$ cat src/rtl/loader_pkg.sv
// Shared types and defaults for the boot-time program loader.
// The loader FSM and the word packer both import this package.
package loader_pkg;

  localparam int unsigned DefaultMaxWords = 256;

  typedef enum logic [2:0] {
    StLenLo,
    StLenHi,
    StData,
    StCheck,
    StDone,
    StErr
  } loader_state_e;

endpackage

$ cat src/rtl/word_packer.sv
// Packs accepted bytes little-endian into 32-bit words.
// word_ready pulses once per complete word; word holds its value until the next word completes.
module word_packer
  import loader_pkg::*;
(
  input  logic        clk,
  input  logic        rst,
  input  logic        byte_valid,
  input  logic [7:0]  byte_data,
  output logic        last_byte,
  output logic        word_ready,
  output logic [31:0] word
);

  logic [1:0]  cnt_q;
  logic [23:0] shift_q;
  logic [31:0] word_q;
  logic        ready_q;

  always_ff @(posedge clk) begin
    if (!rst) begin
      cnt_q   <= 2'd0;
      shift_q <= 24'd0;
      word_q  <= 32'd0;
      ready_q <= 1'b0;
    end else begin
      ready_q <= 1'b0;
      if (byte_valid) begin
        cnt_q <= cnt_q + 2'd1;
        if (cnt_q == 2'd3) begin
          word_q  <= {byte_data, shift_q};
          ready_q <= 1'b1;
        end else begin
          // Earlier bytes drift toward bit 0, so the first byte ends up in bits 7:0.
          shift_q <= {byte_data, shift_q[23:8]};
        end
      end
    end
  end

  assign last_byte  = (cnt_q == 2'd3);
  assign word_ready = ready_q;
  assign word       = word_q;

endmodule

$ cat src/rtl/prog_loader.sv
// Streams a length-prefixed, XOR-checksummed program image into instruction memory
// and releases the downstream core only after the checksum matches.
module prog_loader
  import loader_pkg::*;
#(
  parameter int unsigned MAX_WORDS = DefaultMaxWords,
  parameter logic [31:0] BASE_ADDR = 32'h0000_0000
) (
  input  logic        clk,
  input  logic        rst,
  input  logic        rx_valid,
  input  logic [7:0]  rx_data,
  output logic        rx_ready,
  output logic        imem_we,
  output logic [31:0] imem_addr,
  output logic [31:0] imem_wdata,
  output logic        cpu_hold,
  output logic        done,
  output logic        err
);

  loader_state_e state_q, state_d;
  logic          ready_q, ready_d;
  logic [7:0]    len_lo_q, len_lo_d;
  logic [15:0]   n_q, n_d;
  logic [15:0]   idx_q, idx_d;
  logic [7:0]    csum_q, csum_d;
  logic [31:0]   addr_q, addr_d;

  logic          accept;
  logic          data_byte;
  logic          last_byte;
  logic          word_ready;
  logic [31:0]   word;
  logic [15:0]   n_rx;

  assign accept    = rx_valid & ready_q;
  assign data_byte = accept & (state_q == StData);
  assign n_rx      = {rx_data, len_lo_q};

  word_packer u_packer (
    .clk        (clk),
    .rst        (rst),
    .byte_valid (data_byte),
    .byte_data  (rx_data),
    .last_byte  (last_byte),
    .word_ready (word_ready),
    .word       (word)
  );

  always_comb begin
    state_d  = state_q;
    len_lo_d = len_lo_q;
    n_d      = n_q;
    idx_d    = idx_q;
    csum_d   = csum_q;
    addr_d   = addr_q;
    unique case (state_q)
      StLenLo: begin
        if (accept) begin
          len_lo_d = rx_data;
          state_d  = StLenHi;
        end
      end
      StLenHi: begin
        if (accept) begin
          n_d = n_rx;
          if (n_rx == 16'd0 || 32'(n_rx) > MAX_WORDS) state_d = StErr;
          else                                         state_d = StData;
        end
      end
      StData: begin
        if (accept) begin
          csum_d = csum_q ^ rx_data;
          if (last_byte) begin
            // Address is latched alongside the packed word so both hold after the strobe.
            addr_d = BASE_ADDR + 32'({idx_q, 2'b00});
            idx_d  = idx_q + 16'd1;
            if (idx_q == n_q - 16'd1) state_d = StCheck;
          end
        end
      end
      StCheck: begin
        if (accept) state_d = (rx_data == csum_q) ? StDone : StErr;
      end
      default: ;
    endcase
    ready_d = (state_d == StLenLo) || (state_d == StLenHi) ||
              (state_d == StData)  || (state_d == StCheck);
  end

  always_ff @(posedge clk) begin
    if (!rst) begin
      state_q  <= StLenLo;
      ready_q  <= 1'b0;
      len_lo_q <= 8'd0;
      n_q      <= 16'd0;
      idx_q    <= 16'd0;
      csum_q   <= 8'd0;
      addr_q   <= BASE_ADDR;
    end else begin
      state_q  <= state_d;
      ready_q  <= ready_d;
      len_lo_q <= len_lo_d;
      n_q      <= n_d;
      idx_q    <= idx_d;
      csum_q   <= csum_d;
      addr_q   <= addr_d;
    end
  end

  assign rx_ready   = ready_q;
  assign imem_we    = word_ready;
  assign imem_addr  = addr_q;
  assign imem_wdata = word;
  assign cpu_hold   = (state_q != StDone);
  assign done       = (state_q == StDone);
  assign err        = (state_q == StErr);

endmodule

$ cat config.mk
export PLATFORM = sky130hd
export DESIGN_NAME = prog_loader
export DESIGN_NICKNAME = d
export VERILOG_FILES = /design/src/rtl/loader_pkg.sv /design/src/rtl/word_packer.sv /design/src/rtl/prog_loader.sv
export SDC_FILE = /design/constraint.sdc
export NUM_CORES = 1
export LEC_CHECK = 0
export CELL_PAD_IN_SITES_DETAIL_PLACEMENT = 0
export CELL_PAD_IN_SITES_GLOBAL_PLACEMENT = 1
export CORE_ASPECT_RATIO = 0.8
export CORE_MARGIN = 1.5
export CORE_UTILIZATION = 37
export CTS_CLUSTER_SIZE = 20
export DETAILED_ROUTE_END_ITERATION = 16
export HOLD_SLACK_MARGIN = 0.06
export PLACE_DENSITY_LB_ADDON = 0.1
export SYNTH_ARGS = -nofsm -noshare
export SYNTH_HDL_FRONTEND = slang
export SYNTH_SLANG_ARGS = --single-unit
$ cat constraint.sdc
create_clock -name clk -period 2 [get_ports clk]
set_input_delay 0.4 -clock clk [delete_from_list [all_inputs] [get_ports clk]]
set_output_delay 0.4 -clock clk [all_outputs]
set_load 0.02 [all_outputs]
# After elaboration in Yosys (flattened, before gate mapping)
# Index checks and enable logic that the tools add are counted.
[word_totals]
memories = 0
inputBits = 11
mem_bits_rw = 0
regBits = 127
romBits = 0
output_inout_bits = 69
latchBits = 0
[classes]
n_lt_le_gt_ge = 1
addsub = 3
n_div = 0
multipliers = 0
muxes = 10
n_shift = 0
n_bitwise = 4
n_reduce_logical = 14
n_eq_ne = 12
[op_table]
columns = ["operator", "count"]
rows = [
  ["$mux 3", 7],
  ["$add 16x1->16 const B", 1],
  ["$eq 16x16->1", 1],
  ["$gt 16x9->1 const B", 1],
  ["$logic_not 16->1", 1],
  ["$sub 16x1->16 const B", 1],
  ["$eq 3x2->1 const B", 4],
  ["$pmux 3 s4", 1],
  ["$reduce_and 2->1", 6],
  ["$eq 8x8->1", 1],
  ["$xor 8x8->8", 1],
  ["$eq 3x1->1 const B", 2],
  ["$eq 3x3->1 const B", 2],
  ["$logic_not 3->1", 2],
  ["$logic_or 1x1->1", 4],
  ["$ne 3x3->1 const B", 1],
  ["$reduce_and 3->1", 1],
  ["$add 2x1->2 const B", 1],
  ["$and 1x1->1", 2],
  ["$eq 2x2->1 const B", 1],
  ["$mux 1", 2],
  ["$not 1->1", 1],
]

# Longest topological paths before layout
[logic_depth]
depth_word = 10
ltp_mapped = 8

# By module
# Synthesis repeated with hierarchy kept, for this count alone.
[unflattened]
hier_cells = 614
hier_area_um2 = 5480.3
[modules_own_cells]
columns = ["mod", "area_per_inst_um2", "cells_each", "seq_area_each_um2", "instances"]
rows = [
  ["prog_loader", 3323.2, 413, 1361.3, 1],
  ["word_packer", 2157.1, 201, 1181.1, 1],
]

# Worst setup path before layout
# OpenSTA, ideal clock, no wires.
[synth_path]
kind = "register to register"
startpoint = "reg n_q[2]"
endpoint = "reg state_q[0]"
setup_time_ps = 96
t_arrival_ps = 1941
setup_slack_ps = -36
stages_incl_launch_ff = 6
synth_period_minus_slack_ps = 2036
cell_sequence = "dfxtp_1 or4_4 or4_4 a211oi_1 o211ai_1 o41ai_2"
[synth_via]
elab_chain_len = 6
[synth_lines]
columns = ["element", "line_no", "text"]
rows = [
  ["start, declared", "prog_loader.sv:25", "logic [15:0] n_q, n_d;"],
  ["start signal, assigned", "prog_loader.sv:105", "n_q <= n_d;"],
  ["$sub 16x1->16", "prog_loader.sv:79", "if (idx_q == n_q - 16'd1) state_d = StCheck;"],
  ["$eq 16x16->1", "prog_loader.sv:79", ""],
  ["$mux 3", "prog_loader.sv:79", ""],
  ["$mux 3", "prog_loader.sv:75", "if (last_byte) begin"],
  ["$mux 3", "prog_loader.sv:73", "if (accept) begin"],
  ["$pmux 3 s4", "prog_loader.sv:58", "unique case (state_q)"],
  ["end signal, assigned", "prog_loader.sv:94", "state_q <= StLenLo;"],
  ["end signal, assigned", "prog_loader.sv:102", "state_q <= state_d;"],
  ["end, declared", "prog_loader.sv:22", "loader_state_e state_q, state_d;"],
]
# Every way passes these cells.
# A chain may end at the register's enable or synchronous reset.

# Final worst setup path
# Same ends and word-level chain as after synthesis.

==> reports/metrics.csv <==
metric;value;unit
Syn. warnings;0;
Final Power;5.769;mW
clk_lat worst skew;430;ps
pwr/cell area;756.3;mW/mm^2
Crit. End Element;register;
Fill cells;1450;
worst slack, placed;-483.4;ps
hold path depth;4;
Synth Flop Type;dfxtp_1;
setup slack, reg-to-reg;-150;ps
clock share of power;49.8;%
fin nets;807;
TritonCTS buffer count;17;
final-report setup violation count;1;
Syn Area/Cell;8.333;um^2
Peak VDD IR;555.2;uV
largest net degree at the start of global routing;127;
Worst Hold Class;input port to register;
initial antenna violation count;0;
gr usage total;20.65;%
Die ar.;0.01626;mm^2
Setup WS post-layout;-152.2;ps
Ant. Diodes;0;
#FFs+latches synth;127;
Max Fclk;0.4646;GHz
Reg2Reg Launch Point;n_q[2];
H-Tree Depth;4;
FF-to-FF End;state_q[0];
Critical-path top delay cell;or4_4;
drt total wl;15710;um
Avg WL per Cell;15.46;um
CTS tree;yes;
Detail Route Antenna Nets;0;
RSZ-0062 raised after global routing;yes;
filler-free cell count of the finished design;1016;
Ports;80;
Reg2Reg Depth;5;
clock sinks;127;
crit-path cells;or4_4, or4_4, a211oi_2, o211ai_1, o41ai_2;
CP most frequent cell;or4_4;
Synth Instances;688;
Leakage;2.739;nW
min Tclk post-route;2152;ps
CP max stage delay;550;ps
Critical Path Start Type;register;
switching share of total power;23.96;%
layout cell share with drive strength beyond 1;16.38;%
initial core utilization;38.06;%
Net Sw Power;1.382;mW
Vias per Instance;4.844;
Placed Cells;982;
Setup CP Type;register to register;
Critical Path RT;2330;ps
Mapped Area;0.005733;mm^2
Final GP Congestion;0.8533;
cell internal pwr;4.387;mW
register area share after synthesis;44.35;%
Worst Path Max Fanout;4;
Worst Hold End;u_packer.word_ready;
via count;4922;
vias in the first global route;4797;
first-pass GRT wire length;25510;um
crit path DAT;2480;ps
violated checks;negative setup slack;
Synth-to-Final Area Change;33.06;%
Chip Width;142.2;um
Flop pwr share;44.4;%
DR DRC count;0;
core area;0.01506;mm^2
grt ovf;0;
Worst Hold Launch;rst;
1st-pass router iterations;4;
Post-synth ARST share;0;%
post-DP HPWL;11180;um
Root Buffer Master;clkbuf_16;
1st-iter DRT viols;267;
status;finished with violations;
combinational share of power;5.9;%
clk buf depth;2;
final period utilization;107.6;%
Die Y;114.3;um
clk slew on worst S/H paths;60;ps
final slew viol count;0;
critical path launch point;n_q[2];
Hold Vio Cnt, Final;0;
# Max-Cap Violations;0;
Post-synth EDFFs;0;
Area after DPL;0.006962;mm^2
Site Rows;40;
Final Skew;7.553;ps
post-synth cell types;43;
Finished Cell Area;0.007629;mm^2
number of port buffers;63;
stage by stage:
stage / hold WS [ps] / utilization, % / TNS [ps]
3_5_place_dp: 459.5 / 46.21 / -25060
5_1_grt: 432.1 / 50.64 / -335.0
4_1_cts: 400.4 / 50.03 / -125.4
2_1_floorplan: 440.2 / - / 0
6_report: 424.9 / 50.64 / -152.2
3_3_place_gp: 454.0 / 46.21 / -23220
worst max-delay path, delay by kind of cell, from the launching register on:
family / cells / cell delay, ps
compound gates: 3 / 630
flops: 1 / 330
simple gates: 2 / 1100
how the worst max path moves through the flow:
stage / endpoint / slack [ps] / cells after the start
6_report: state_q[0] / -150 / 5
5_1_grt: state_q[0] / -210 / 6
4_1_cts: state_q[0] / -130 / 5
3_5_place_dp: rx_ready / -480 / 8
3_3_place_gp: rx_ready / -440 / 7
2_1_floorplan: state_q[0] / 20 / 6
cell usage after synthesis, types with 2 or more instances:
cell type	count	share of area, %
nand3b_1	2	0.26
o21ai_0	22	1.9
nand3_1	8	0.70
dfxtp_1	127	44
or3_1	3	0.33
clkbuf_1	48	3.1
ha_1	3	0.65
nor2_1	11	0.72
xor2_1	17	2.6
a21oi_1	7	0.61
xnor2_1	32	4.9
inv_1	10	0.65
nor4_1	7	0.76
or4_1	2	0.26
and3_1	3	0.33
and2_1	17	1.9
or4_4	2	0.39
nor2b_1	23	2.5
o211ai_1	3	0.39
o21a_1	3	0.39
nor3_1	10	0.87
mux2i_1	12	2.1
nand4_1	5	0.55
buf_4	16	2.1
nand2_1	185	12
nor3b_1	3	0.39
nand2b_1	3	0.33
a21boi_0	89	12
routing by layer:
metal  up-vias  share of wire (%)  GRT usage [%]
met4         0                1.2          5.911
li1       2443                  -              -
met2       119                 39          27.58
met3        19                8.0          6.775
met5         -                  0              0
met1      2341                 52          31.04
repair_timing:
action	in CTS	in global routing
endpoints found under the setup margin	6	14
gates cloned	0	0
hold buffers	0	0
gates resized for setup	8	20
buffers inserted	0	2
pin swaps	3	3
power by group through the flow:
stage	combinational, mW	sequential [mW]	clock [mW]
final	0.339	2.56	2.87
after global placement	0.323	2.61	0
after CTS	0.333	2.56	2.93
after detailed placement	0.327	2.61	0
after global routing	0.366	2.56	3.05
after floorplan	0.213	2.61	0
cells by family after synthesis:
kind of cell             count (synthesis)  share of synthesized area, %
XOR/XNOR                                49                         7.486
AO/OA/AOI/OAI                          131                         16.00
multiplexers                            12                         2.095
flip-flops                             127                         44.35
buffers and inverters                   75                         5.958
adder cells (fa/ha/maj)                  3                        0.6548
AND/OR/NAND/NOR                        290                         23.40
other                                    1                       0.06541
cell usage in the layout, fill, tap and decap left out, drive strengths merged, types with 2 or more instances in the layout:
cell / instances
ha: 3
and3: 3
mux2i: 12
nor3b: 3
nor4: 7
a21boi: 89
or4: 4
nand3: 8
dlygate4sd2: 2
or3: 3
o21ai: 23
buf: 74
clkdlybuf4s50: 59
inv: 11
nor2: 11
nand2b: 3
a21oi: 7
nor3: 11
nand2: 185
xnor2: 32
nand4: 5
conb: 16
dfxtp: 127
and2: 17
o211ai: 3
nand3b: 2
clkinv: 4
o21a: 3
xor2: 17
clkbuf: 21
clkinvlp: 6
nor2b: 23
final cells by class:
class	count	area, um^2	area share, %
Multi-Input combinational cell	501	3012	39.48
Sequential cell	127	2550	33.43
Timing Repair Buffer	136	1211	15.88
Clock buffer	21	470.5	6.167
Tap cell	210	262.8	3.444
Clock inverter	11	85.08	1.115
Inverter	10	37.54	0.4920
state kept, by name, summed over array words and instances, names as in the netlist, 2 cells and up:
name and cells:
csum_q 8, idx_q 16, imem_addr 16, len_lo_q 8
n_q 16, state_q 3, u_packer.cnt_q 2, u_packer.shift_q 24
u_packer.word 32
Note: power is estimated with default switching activity, not from simulation.
